==> src/rtl/master_port_pkg.sv <==
// rtl/master_port_pkg.sv - shared types, default widths and counter sizing for the master serial port
package master_port_pkg;

    localparam int DEF_ADDR_WIDTH = 12;
    localparam int DEF_DATA_WIDTH = 8;
    localparam int DEF_TIMEOUT    = 1024;

    typedef enum logic [2:0] {
        ST_IDLE,
        ST_WAIT_RDY,
        ST_ADDR,
        ST_WDATA,
        ST_RWAIT,
        ST_RDATA,
        ST_RESP
    } state_t;

    // Bit counter must reach the larger of the two stream lengths.
    function automatic int cnt_width(input int aw, input int dw);
        return $clog2((aw > dw) ? aw : dw) + 1;
    endfunction

endpackage

==> src/rtl/serial_shift_reg.sv <==
// rtl/serial_shift_reg.sv - parameterized load / right-shift register (shift-out at LSB, shift-in at MSB)
//
// Ports:
//   clk, rstn    clock, synchronous active-low reset
//   i_load       parallel load of i_load_data (wins over i_shift)
//   i_load_data  value to load
//   i_shift      shift right one place, i_sin enters at the MSB
//   i_sin        serial input bit
//   o_q          register contents; o_q[0] is the next bit to shift out
module serial_shift_reg #(
    parameter int W = 8
) (
    input  logic         clk,
    input  logic         rstn,
    input  logic         i_load,
    input  logic [W-1:0] i_load_data,
    input  logic         i_shift,
    input  logic         i_sin,
    output logic [W-1:0] o_q
);

    logic [W-1:0] r_q;

    always_ff @(posedge clk) begin
        if (!rstn) begin
            r_q <= '0;
        end else if (i_load) begin
            r_q <= i_load_data;
        end else if (i_shift) begin
            r_q <= {i_sin, r_q[W-1:1]};
        end
    end

    assign o_q = r_q;

endmodule

==> src/rtl/master_serial_port.sv <==
// rtl/master_serial_port.sv - bus-master serializer: parallel request to LSB-first serial addr/data, serial read data back to parallel
//
// Optional feature macro: MASTER_PORT_TIMEOUT_EN (read wait timeout with rsp_err).
//
// Ports:
//   clk, rstn                        clock, synchronous active-low reset
//   req_valid/req_ready              request handshake (ready only while idle)
//   req_wr, req_addr, req_wdata      request contents (1 = write)
//   rsp_valid, rsp_rdata, rsp_err    one-cycle completion pulse with read data / timeout flag
//   mwdata, mmode, mvalid            serial stream to slave (mmode 1 = write)
//   sready                           slave ready to start a transaction
//   srdata, svalid                   serial read data from slave
//
// DATA_WIDTH must be at least 2.
module master_serial_port
    import master_port_pkg::*;
#(
    parameter int ADDR_WIDTH = DEF_ADDR_WIDTH,
    parameter int DATA_WIDTH = DEF_DATA_WIDTH,
    parameter int TIMEOUT    = DEF_TIMEOUT
) (
    input  logic                  clk,
    input  logic                  rstn,
    input  logic                  req_valid,
    output logic                  req_ready,
    input  logic                  req_wr,
    input  logic [ADDR_WIDTH-1:0] req_addr,
    input  logic [DATA_WIDTH-1:0] req_wdata,
    output logic                  rsp_valid,
    output logic [DATA_WIDTH-1:0] rsp_rdata,
    output logic                  rsp_err,
    output logic                  mwdata,
    output logic                  mmode,
    output logic                  mvalid,
    input  logic                  sready,
    input  logic                  srdata,
    input  logic                  svalid
);

    localparam int CW = cnt_width(ADDR_WIDTH, DATA_WIDTH);
    localparam int SW = ADDR_WIDTH + DATA_WIDTH;

    state_t                r_state, w_next;
    logic [CW-1:0]         r_cnt;
    logic                  r_wr;
    logic                  r_req_ready, r_rsp_valid, r_mvalid, r_mmode;
    logic [DATA_WIDTH-1:0] r_rsp_rdata;

    logic                  w_load, w_tx_shift, w_rd_shift, w_counting;
    logic [SW-1:0]         w_tx_q;
    logic [DATA_WIDTH-1:0] w_rd_q, w_rd_next;
    logic                  w_unused;

    assign w_load     = (r_state == ST_IDLE) && req_valid;
    assign w_tx_shift = (r_state == ST_ADDR) || (r_state == ST_WDATA);
    assign w_rd_shift = ((r_state == ST_RWAIT) || (r_state == ST_RDATA)) && svalid;
    assign w_counting = w_tx_shift || ((r_state == ST_RDATA) && svalid);
    // Value the read register will hold once the current bit is shifted in.
    assign w_rd_next  = {srdata, w_rd_q[DATA_WIDTH-1:1]};
    assign w_unused   = ^{w_tx_q[SW-1:1], w_rd_q[0]};

    // Address and write data share one register: address drains first, data follows with no gap.
    serial_shift_reg #(.W(SW)) u_tx_sr (
        .clk         (clk),
        .rstn        (rstn),
        .i_load      (w_load),
        .i_load_data ({req_wdata, req_addr}),
        .i_shift     (w_tx_shift),
        .i_sin       (1'b0),
        .o_q         (w_tx_q)
    );

    serial_shift_reg #(.W(DATA_WIDTH)) u_rd_sr (
        .clk         (clk),
        .rstn        (rstn),
        .i_load      (w_load),
        .i_load_data ('0),
        .i_shift     (w_rd_shift),
        .i_sin       (srdata),
        .o_q         (w_rd_q)
    );

`ifdef MASTER_PORT_TIMEOUT_EN
    localparam int TW = $clog2(TIMEOUT) + 1;
    logic [TW-1:0] r_to_cnt;
    logic          w_to_expired;
    logic          r_rsp_err;

    assign w_to_expired = (r_state == ST_RWAIT) && (r_to_cnt == TW'(TIMEOUT - 1));

    always_ff @(posedge clk) begin
        if (!rstn || (r_state != ST_RWAIT)) begin
            r_to_cnt <= '0;
        end else begin
            r_to_cnt <= r_to_cnt + 1'b1;
        end
    end

    // Leaving RWAIT straight to RESP can only happen on expiry.
    always_ff @(posedge clk) begin
        if (!rstn) begin
            r_rsp_err <= 1'b0;
        end else if ((w_next == ST_RESP) && (r_state != ST_RESP)) begin
            r_rsp_err <= (r_state == ST_RWAIT);
        end
    end

    assign rsp_err = r_rsp_err;
`else
    localparam int unused_timeout = TIMEOUT;
    assign rsp_err = 1'b0;
`endif

    always_comb begin
        w_next = r_state;
        case (r_state)
            ST_IDLE:     if (req_valid) w_next = ST_WAIT_RDY;
            ST_WAIT_RDY: if (sready) w_next = ST_ADDR;
            ST_ADDR:     if (r_cnt == CW'(ADDR_WIDTH - 1)) w_next = r_wr ? ST_WDATA : ST_RWAIT;
            ST_WDATA:    if (r_cnt == CW'(DATA_WIDTH - 1)) w_next = ST_RESP;
            ST_RWAIT: begin
                if (svalid) begin
                    w_next = ST_RDATA;
`ifdef MASTER_PORT_TIMEOUT_EN
                end else if (w_to_expired) begin
                    w_next = ST_RESP;
`endif
                end
            end
            // Bit 0 arrived in RWAIT, so RDATA ends on the (DATA_WIDTH-1)th bit it sees.
            ST_RDATA:    if (svalid && (r_cnt == CW'(DATA_WIDTH - 2))) w_next = ST_RESP;
            ST_RESP:     w_next = ST_IDLE;
            default:     w_next = ST_IDLE;
        endcase
    end

    always_ff @(posedge clk) begin
        if (!rstn) begin
            r_state     <= ST_IDLE;
            r_cnt       <= '0;
            r_wr        <= 1'b0;
            r_req_ready <= 1'b0;
            r_rsp_valid <= 1'b0;
            r_rsp_rdata <= '0;
            r_mvalid    <= 1'b0;
            r_mmode     <= 1'b0;
        end else begin
            r_state <= w_next;
            if (w_next != r_state) begin
                r_cnt <= '0;
            end else if (w_counting) begin
                r_cnt <= r_cnt + 1'b1;
            end
            if (w_load) begin
                r_wr <= req_wr;
            end
            // Outputs are registered from the next state so they align with it.
            r_req_ready <= (w_next == ST_IDLE);
            r_rsp_valid <= (w_next == ST_RESP);
            r_mvalid    <= (w_next == ST_ADDR) || (w_next == ST_WDATA);
            r_mmode     <= ((w_next == ST_ADDR) && r_wr) || (w_next == ST_WDATA);
            if ((r_state == ST_RDATA) && (w_next == ST_RESP)) begin
                r_rsp_rdata <= w_rd_next;
            end else if ((r_state == ST_RWAIT) && (w_next == ST_RESP)) begin
                r_rsp_rdata <= '0;
            end
        end
    end

    assign req_ready = r_req_ready;
    assign rsp_valid = r_rsp_valid;
    assign rsp_rdata = r_rsp_rdata;
    assign mvalid    = r_mvalid;
    assign mmode     = r_mmode;
    // Keep the serial data line quiet whenever no bit is being presented.
    assign mwdata    = r_mvalid & w_tx_q[0];

endmodule

==> config.mk <==
export PLATFORM = sky130hd
export DESIGN_NAME = master_serial_port
export DESIGN_NICKNAME = d
export VERILOG_FILES = /design/src/rtl/master_port_pkg.sv /design/src/rtl/serial_shift_reg.sv /design/src/rtl/master_serial_port.sv
export SDC_FILE = /design/constraint.sdc
export NUM_CORES = 1
export LEC_CHECK = 0
export ABC_AREA = 1
export ABC_CLOCK_PERIOD_IN_PS = 1650
export BUFFER_PORTS_ARGS = -buffer_cell sky130_fd_sc_hd__buf_2
export CORE_ASPECT_RATIO = 0.6
export CORE_MARGIN = 2
export CORE_UTILIZATION = 54
export CTS_CLUSTER_DIAMETER = 100
export DETAILED_ROUTE_END_ITERATION = 6
export PLACE_DENSITY = 0.88
export SYNTH_ARGS = -nofsm -noshare
export SYNTH_HDL_FRONTEND = slang
export SYNTH_SLANG_ARGS = --single-unit
==> constraint.sdc <==
create_clock -name clk -period 1.65 [get_ports clk]
set_clock_uncertainty 0.15 [all_clocks]
set_input_delay 0.495 -clock clk [delete_from_list [all_inputs] [get_ports clk]]
set_output_delay 0.495 -clock clk [all_outputs]
set_load 0.005 [all_outputs]
==> summary.log, run 1 <==
INFO  drt            detail_route.wl_per_cell=12.89um
INFO  drt            drt_wl_total=5.001mm
INFO  pwr            power_density_cells=876.2mW/mm2
INFO  floorplanning  initial_utilization=0.5678
INFO  pwr            p_switching=0.6064mW
INFO  global_routing antenna_violations_before_repair=0
INFO  placement      pre_cts_setup_slack=-17.28ps
INFO  drt            drt_first_pass_iters=4
INFO  global_routing global_route.overflow_total=0
INFO  final_layout   layout.cells.non_filler=388
INFO  timing         max_slew_violations=0
INFO  pwr            combPwrFrac=0.145
INFO  timing         finalWorstSetupSlack=40.07ps
INFO  critical_path  path_max_fanout=5
INFO  final_layout   fill_cells=297
INFO  global_routing grt_start_max_net_pins=21
INFO  final_layout   drive_above_1_share=0.2551
INFO  pwr            leak_pwr=1.097nW
INFO  placement      port-buffer-count=39
INFO  logic_synthesis yosys_warnings=0
INFO  logic_synthesis synthesis.instances=294
INFO  clocking       cts-htree-levels=2
INFO  run_status     outcome=completed
INFO  critical_path  worst-endpoint-arrival=1700ps
INFO  drt            drtAntennaViolNets=0
INFO  final_layout   area_delta_synth_final=22.16%
INFO  hold_path      worst_hold_path_type=in -> reg
INFO  placement      dpl.cell_count=380
INFO  global_routing grt_util_all_layers=0.2149
INFO  floorplanning  placement_rows=17
INFO  logic_synthesis area_fraction_of_the_dominant_cell_type_after_synthesis=0.4599
INFO  timing         min_period_over_period=0.9757
INFO  floorplanning  chipWidth=84.31um
INFO  global_routing grt_first_pass_wirelength=7.458mm
INFO  logic_synthesis ys_seq_elements=48
INFO  logic_synthesis primary_ff_master_synth=dfxtp_1
INFO  global_routing grt_pass1_vias=1689
INFO  clocking       insertion_delay=300ps
INFO  logic_synthesis post_syn_nets=323
INFO  drt            via_per_inst=5.183
INFO  logic_synthesis ys_types=23
INFO  timing         fin_tns_setup=0ps
INFO  pwr            switching_share=0.2712
INFO  pwr            power.share.sequential=0.556
INFO  timing         maxClockFrequency=0.6211GHz
INFO  flow_run       timing.max_cap.violations=0
INFO  critical_path  worst-endpoint-required=1740ps
INFO  critical_path  type_of_element_capturing_the_critical_path=flip-flop
INFO  clocking       root_buffer=clkbuf_8
INFO  timing         finalHoldViolCount=0
INFO  timing         final.min_clock_period=1610ps
INFO  logic_synthesis syn-cell-area=0.002090mm2
INFO  floorplanning  die_height=52.19um
INFO  pwr            power_report.internal_total=1.630mW
INFO  hold_path      hp-start=srdata
INFO  critical_path  timing_worst_setup_path_type=reg -> reg
INFO  placement      gpl.final_weighted_congestion=0.9097
INFO  logic_synthesis ffs_w_async_s_r_synth=0
INFO  drt            drc=0
INFO  logic_synthesis yosys-top-cells-count=109 x nand2_1, 48 x dfxtp_1, 32 x inv_1
INFO  clocking       cts_hold_buf=0
INFO  clocking       path_clk_slew=90ps
INFO  critical_path  critical_path.startpoint_type=flip-flop
INFO  drt            via_count=2011
INFO  clocking       ctsLongestPathBuffers=2
INFO  timing         hold_ws=296.5ps
INFO  pwr            irDropWorstVdd=717.6uV
INFO  final_layout   antenna-diode-count=0
INFO  final_layout   nNetsFinal=370
INFO  clocking       numClockSinks=48
INFO  floorplanning  core_area=0.003680mm2
INFO  critical_path  r2r_start=r_cnt[0]
INFO  clocking       numCtsBuffers=5
INFO  placement      dp_hpwl=3.361mm
INFO  floorplanning  die_area=0.004399mm2
INFO  logic_synthesis synthesis.area_per_instance=7.107um2
INFO  logic_synthesis netlist.top_cell.by_area=dfxtp_1
INFO  pwr            share_clk_of_total_power=0.299
INFO  timing         finalSetupViolCount=0
INFO  logic_synthesis yosysSeqAreaShare=0.4599
INFO  drt            detailedRoute.firstIterationViolations=262
INFO  clocking       tritoncts=done
INFO  logic_synthesis yosysMostFrequentCell=nand2_1
INFO  floorplanning  design.portCount=41
INFO  critical_path  critPathLaunch=r_cnt[0]
INFO  logic_synthesis yosys-top-cells-area=dfxtp_1 46%, nand2_1 20%, inv_1 5.7%
INFO  logic_synthesis synth_edf_count=0
placed cells by master, fill, tap and decap left out, types with 2 or more instances in the layout:
cell and n:
nand4_1 2, nor2_1 11, dfxtp_2 3, nand2_4 2, nand3_1 7, nand3_2 2
xor2_1 4, buf_2 39, ha_4 2, buf_4 7, nand2_2 6, o21ai_0 6
dfxtp_1 44, clkbuf_8 5, nor3_1 5, buf_12 2, nor2_2 6, a31oi_1 19
a21oi_1 17, nand2_1 106, inv_2 6, inv_1 29
flip-flops by register name, summed over array words and instances, names as in the netlist:
name and cells:
rsp_valid 1, mvalid 1, u_rd_sr.o_q 7, req_ready 1, u_tx_sr.o_q 20, r_cnt 5, r_state 3, mmode 1
r_wr 1, rsp_rdata 8
final cells by class:
class	instances	area, um2	share of cell area
tap	47	58.81	0.02304
timing repair buffer	49	299.0	0.1172
inverter	36	138.9	0.05441
clock inverter	1	5.005	0.001961
clock buffer	6	72.57	0.02843
multi-input combinational	201	1010	0.3956
sequential	48	968.4	0.3794
final timing paths:
path                     to  slack, ps  cells past startpoint
max reg2reg        r_cnt[0]         40                     10
min          u_rd_sr.o_q[7]        300                      3
max                r_cnt[0]         40                     10
min reg2reg    rsp_rdata[6]        310                      2
what timing repair did:
action,CTS,global route
setup buffers,0,1
endpoints found under the setup margin,3,26
gates resized for setup,1,25
pin swaps,0,8
metrics by stage:
stage	cell area (um2)	utilization	total power, mW
after floorplan	2090	-	1.451
after global placement	2380	0.6467	1.550
after detailed placement	2380	0.6467	1.558
after CTS	2460	0.6685	2.205
after global routing	2552	0.6936	2.323
final	2552	0.6936	2.236
kinds of logic after synthesis:
| kind of cell | Yosys count | synth area share |
|---|---|---|
| compound gates | 45 | 0.1222 |
| fa+ha+maj | 2 | 0.01197 |
| simple gates | 149 | 0.2958 |
| other cells | 1 | 0.001795 |
| xor+xnor | 4 | 0.01676 |
| buf+inv | 45 | 0.09162 |
| flops | 48 | 0.4599 |
power groups by stage:
| stage | sequential, mW | combinational, mW | clock [mW] |
|---|---|---|---|
| 2_1_floorplan | 1.26 | 0.189 | 0 |
| 6_report | 1.24 | 0.324 | 0.669 |
| 3_3_place_gp | 1.27 | 0.284 | 0 |
| 4_1_cts | 1.24 | 0.293 | 0.670 |
| 3_5_place_dp | 1.27 | 0.289 | 0 |
| 5_1_grt | 1.25 | 0.354 | 0.719 |
routing by layer:
| metal | part of all wire | GRT usage | vias to the layer above | wire length (um) |
|---|---|---|---|---|
| li1 | - | - | 1021 | - |
| met2 | 0.45 | 0.3479 | 60 | 2247 |
| met1 | 0.47 | 0.2974 | 921 | 2327 |
| met3 | 0.073 | 0.05827 | 9 | 363 |
| met4 | 0.013 | 0.03226 | 0 | 63 |
| met5 | 0 | 0 | - | 0 |
worst max-delay path: stages, from the launching register on:
cell and delay (ps):
dfxtp_4 370, inv_2 90, ha_4 130, nand3_2 90, o21ai_1 160, nand2_1 80, nor2_2 110, nand2_2 90
nand2_2 100, nand2_4 70, nor2_2 100
No activity file was read; power rests on OpenSTA's default activity.
==> run 2: changes to the inputs <==
SETUP_SLACK_MARGIN = 0.1   (was unset)
==> run 2 against run 1 <==
The flow now finishes with violations (negative setup slack). Sequential power is essentially flat. Combinational power grew 6%. Critical endpoint is now r_cnt[2]. Critical path depth shrank 2. Routed wire length grew 10%. First-iteration DRC count grew 5.3%. Worst setup slack lost 65 ps. Die area is the same. Largest cell class unchanged. Sequential cell count is the same. Total power grew 0.73%. Via count grew 4.2%. Clock power shrank 0.6%.
==> summary.log, run 2 (same netlist as run 1, synthesis figures left out) <==
INFO  global_routing grt_pass1_vias=1742 [was 1689]
INFO  pwr            share_clk_of_total_power=0.295 [was 0.299]
INFO  timing         finalSetupViolCount=4 [was 0]
INFO  final_layout   layout.cells.non_filler=389 [was 388]
INFO  clocking       cts_hold_buf=0 [unchanged]
INFO  timing         min_period_over_period=1.015 [was 0.9757]
INFO  clocking       root_buffer=clkbuf_8 [unchanged]
INFO  flow_run       timing.max_cap.violations=0 [unchanged]
INFO  global_routing antenna_violations_before_repair=0 [unchanged]
INFO  drt            drt_wl_total=5.526mm [was 5.001 mm]
INFO  pwr            switching_share=0.2746 [was 0.2712]
INFO  pwr            combPwrFrac=0.152 [was 0.145]
INFO  floorplanning  core_area=0.003680mm2 [unchanged]
INFO  final_layout   antenna-diode-count=0 [unchanged]
INFO  drt            drtAntennaViolNets=0 [unchanged]
INFO  hold_path      worst_hold_path_depth=3 [unchanged]
INFO  placement      dp_hpwl=3.361mm [unchanged]
INFO  global_routing grt_first_pass_wirelength=7.941mm [was 7.458 mm]
INFO  hold_path      worst_hold_path_type=in -> reg [unchanged]
INFO  timing         final.min_clock_period=1675ps [was 1610 ps]
INFO  final_layout   final_util=0.7127 [was 0.6936]
INFO  final_layout   postLayoutCellArea=0.002623mm2 [was 0.002552 mm2]
INFO  clocking       tritoncts=done [unchanged]
INFO  timing         maxClockFrequency=0.5970GHz [was 0.6211 GHz]
INFO  timing         max_slew_violations=0 [unchanged]
INFO  clocking       cts-htree-levels=2 [unchanged]
INFO  global_routing global_route.overflow_total=0 [unchanged]
INFO  timing         finalWorstSetupSlack=-24.92ps [was 40.07 ps]
INFO  critical_path  path_max_fanout=8 [was 5]
INFO  final_layout   largest_register_ff_count=20 [unchanged]
INFO  placement      port-buffer-count=39 [unchanged]
INFO  critical_path  worst-endpoint-arrival=1770ps [was 1700 ps]
INFO  floorplanning  design.portCount=41 [unchanged]
INFO  floorplanning  initial_utilization=0.5678 [unchanged]
INFO  critical_path  type_of_element_capturing_the_critical_path=flip-flop [unchanged]
INFO  floorplanning  placement_rows=17 [unchanged]
INFO  final_layout   commonest_cells_after_routing_fill_and_taps_aside=105 x nand2_1, 43 x dfxtp_1, 39 x buf_2 [was 106 x nand2_1, 44 x dfxtp_1, 39 x buf_2]
INFO  drt            detail_route.wl_per_cell=14.21um [was 12.89 um]
INFO  run_status     outcome=finished, violations left [was completed]
INFO  timing         hold_ws=298.4ps [was 296.5 ps]
INFO  drt            via_per_inst=5.386 [was 5.183]
INFO  critical_path  critical_path.startpoint_type=flip-flop [unchanged]
INFO  final_layout   drive_above_1_share=0.2836 [was 0.2551]
INFO  global_routing grt_start_max_net_pins=21 [unchanged]
INFO  clocking       insertion_delay=300ps [about the same]
INFO  clocking       ctsLongestPathBuffers=2 [unchanged]
INFO  pwr            power.share.sequential=0.553 [was 0.556]
INFO  critical_path  ff2ff_setup_slack=-20ps [was 40 ps]
INFO  critical_path  r2r.worst_path.cells=8 [was 10]
INFO  clocking       numClockSinks=48 [unchanged]
INFO  final_layout   mostFrequentLayoutCell=nand2_1 [unchanged]
INFO  floorplanning  die_area=0.004399mm2 [unchanged]
INFO  clocking       path_clk_slew=90ps [about the same]
INFO  critical_path  worst-endpoint-required=1750ps [was 1740 ps]
INFO  placement      dpl.cell_count=380 [unchanged]
INFO  placement      gpl.final_weighted_congestion=0.9097 [unchanged]
INFO  timing         setup_repair_after_global_routing_missed_its_margin=yes
INFO  drt            drc=0 [unchanged]
INFO  pwr            power_report.internal_total=1.634mW [was 1.630 mW]
INFO  drt            detailedRoute.firstIterationViolations=276 [was 262]
INFO  final_layout   area_delta_synth_final=25.51% [was 22.16%]
INFO  final_layout   fill_cells=283 [was 297]
INFO  floorplanning  chipWidth=84.31um [unchanged]
INFO  drt            drt_first_pass_iters=4 [unchanged]
INFO  pwr            leak_pwr=1.109nW [was 1.097 nW]
INFO  pwr            total_power=2.253mW [was 2.236 mW]
INFO  timing         finalHoldViolCount=0 [unchanged]
INFO  final_layout   nNetsFinal=371 [was 370]
INFO  placement      place_area=0.002380mm2 [unchanged]
INFO  global_routing grt_util_all_layers=0.2307 [was 0.2149]
INFO  run_status     failed_checks=negative setup slack
INFO  pwr            power_density_cells=859.0mW/mm2 [was 876.2 mW/mm2]
INFO  floorplanning  die_height=52.19um [unchanged]
INFO  pwr            p_switching=0.6187mW [was 0.6064 mW]
INFO  clocking       numCtsBuffers=5 [unchanged]
INFO  pwr            irDropWorstVdd=710.3uV [was 717.6 uV]
INFO  critical_path  timing_worst_setup_path_type=reg -> reg [unchanged]
INFO  drt            via_count=2095 [was 2011]
[run 2: critical path: stages, from the launching register on]
cell and delay [ps]:
dfxtp_2 420, inv_2 150, nor2_2 180, o21ai_0 110, inv_1 100, nand3_1 140
a21oi_4 170, nand2_4 100, nor2_2 100
[run 2: layout make-up]
class / count / area, um2 / share of cell area
Clock buffer: 6 / 72.57 / 0.02767
Clock inverter: 1 / 5.005 / 0.001908
Inverter: 36 / 141.4 / 0.05391
Multi-Input combinational cell: 201 / 1064 / 0.4055
Sequential cell: 48 / 974.7 / 0.3717
Tap cell: 47 / 58.81 / 0.02242
Timing Repair Buffer: 50 / 306.5 / 0.1169
[run 2: routing by layer]
layer	GRT usage	wire length [um]	vias to the layer above
met5	0	0	-
met1	0.3132	2445	969
met2	0.3730	2517	85
li1	-	-	1025
met3	0.07402	434	16
met4	0.03226	129	0
[run 2: repair_timing]
action,4_1_cts,5_1_grt
setup endpoints to repair,25,41
gates resized for setup,21,24
pin swaps,7,13
buffers inserted,1,1
[run 2: worst paths after layout]
kind / from / end
worst max-delay path: r_state[2] / r_cnt[2]
worst min-delay path: srdata / u_rd_sr.o_q[7]
worst max register to register: r_state[2] / r_cnt[2]
worst min register to register: rsp_rdata[6] / rsp_rdata[6]
[run 2: stage by stage]
step,setup TNS (ps),setup WS [ps]
floorplan,0,188.7
global placement,0,69.41
detailed placement,-21.07,-17.28
CTS,0,98.82
global route,-368.0,-75.91
finish,-82.04,-24.92
[run 2: power by group through the flow]
stage | registers, mW | clock network [mW] | logic, mW
final | 1.25 | 0.665 | 0.342
after CTS | 1.24 | 0.669 | 0.313
after floorplan | 1.26 | 0 | 0.189
after global routing | 1.25 | 0.724 | 0.371
after global placement | 1.27 | 0 | 0.284
after detailed placement | 1.27 | 0 | 0.289
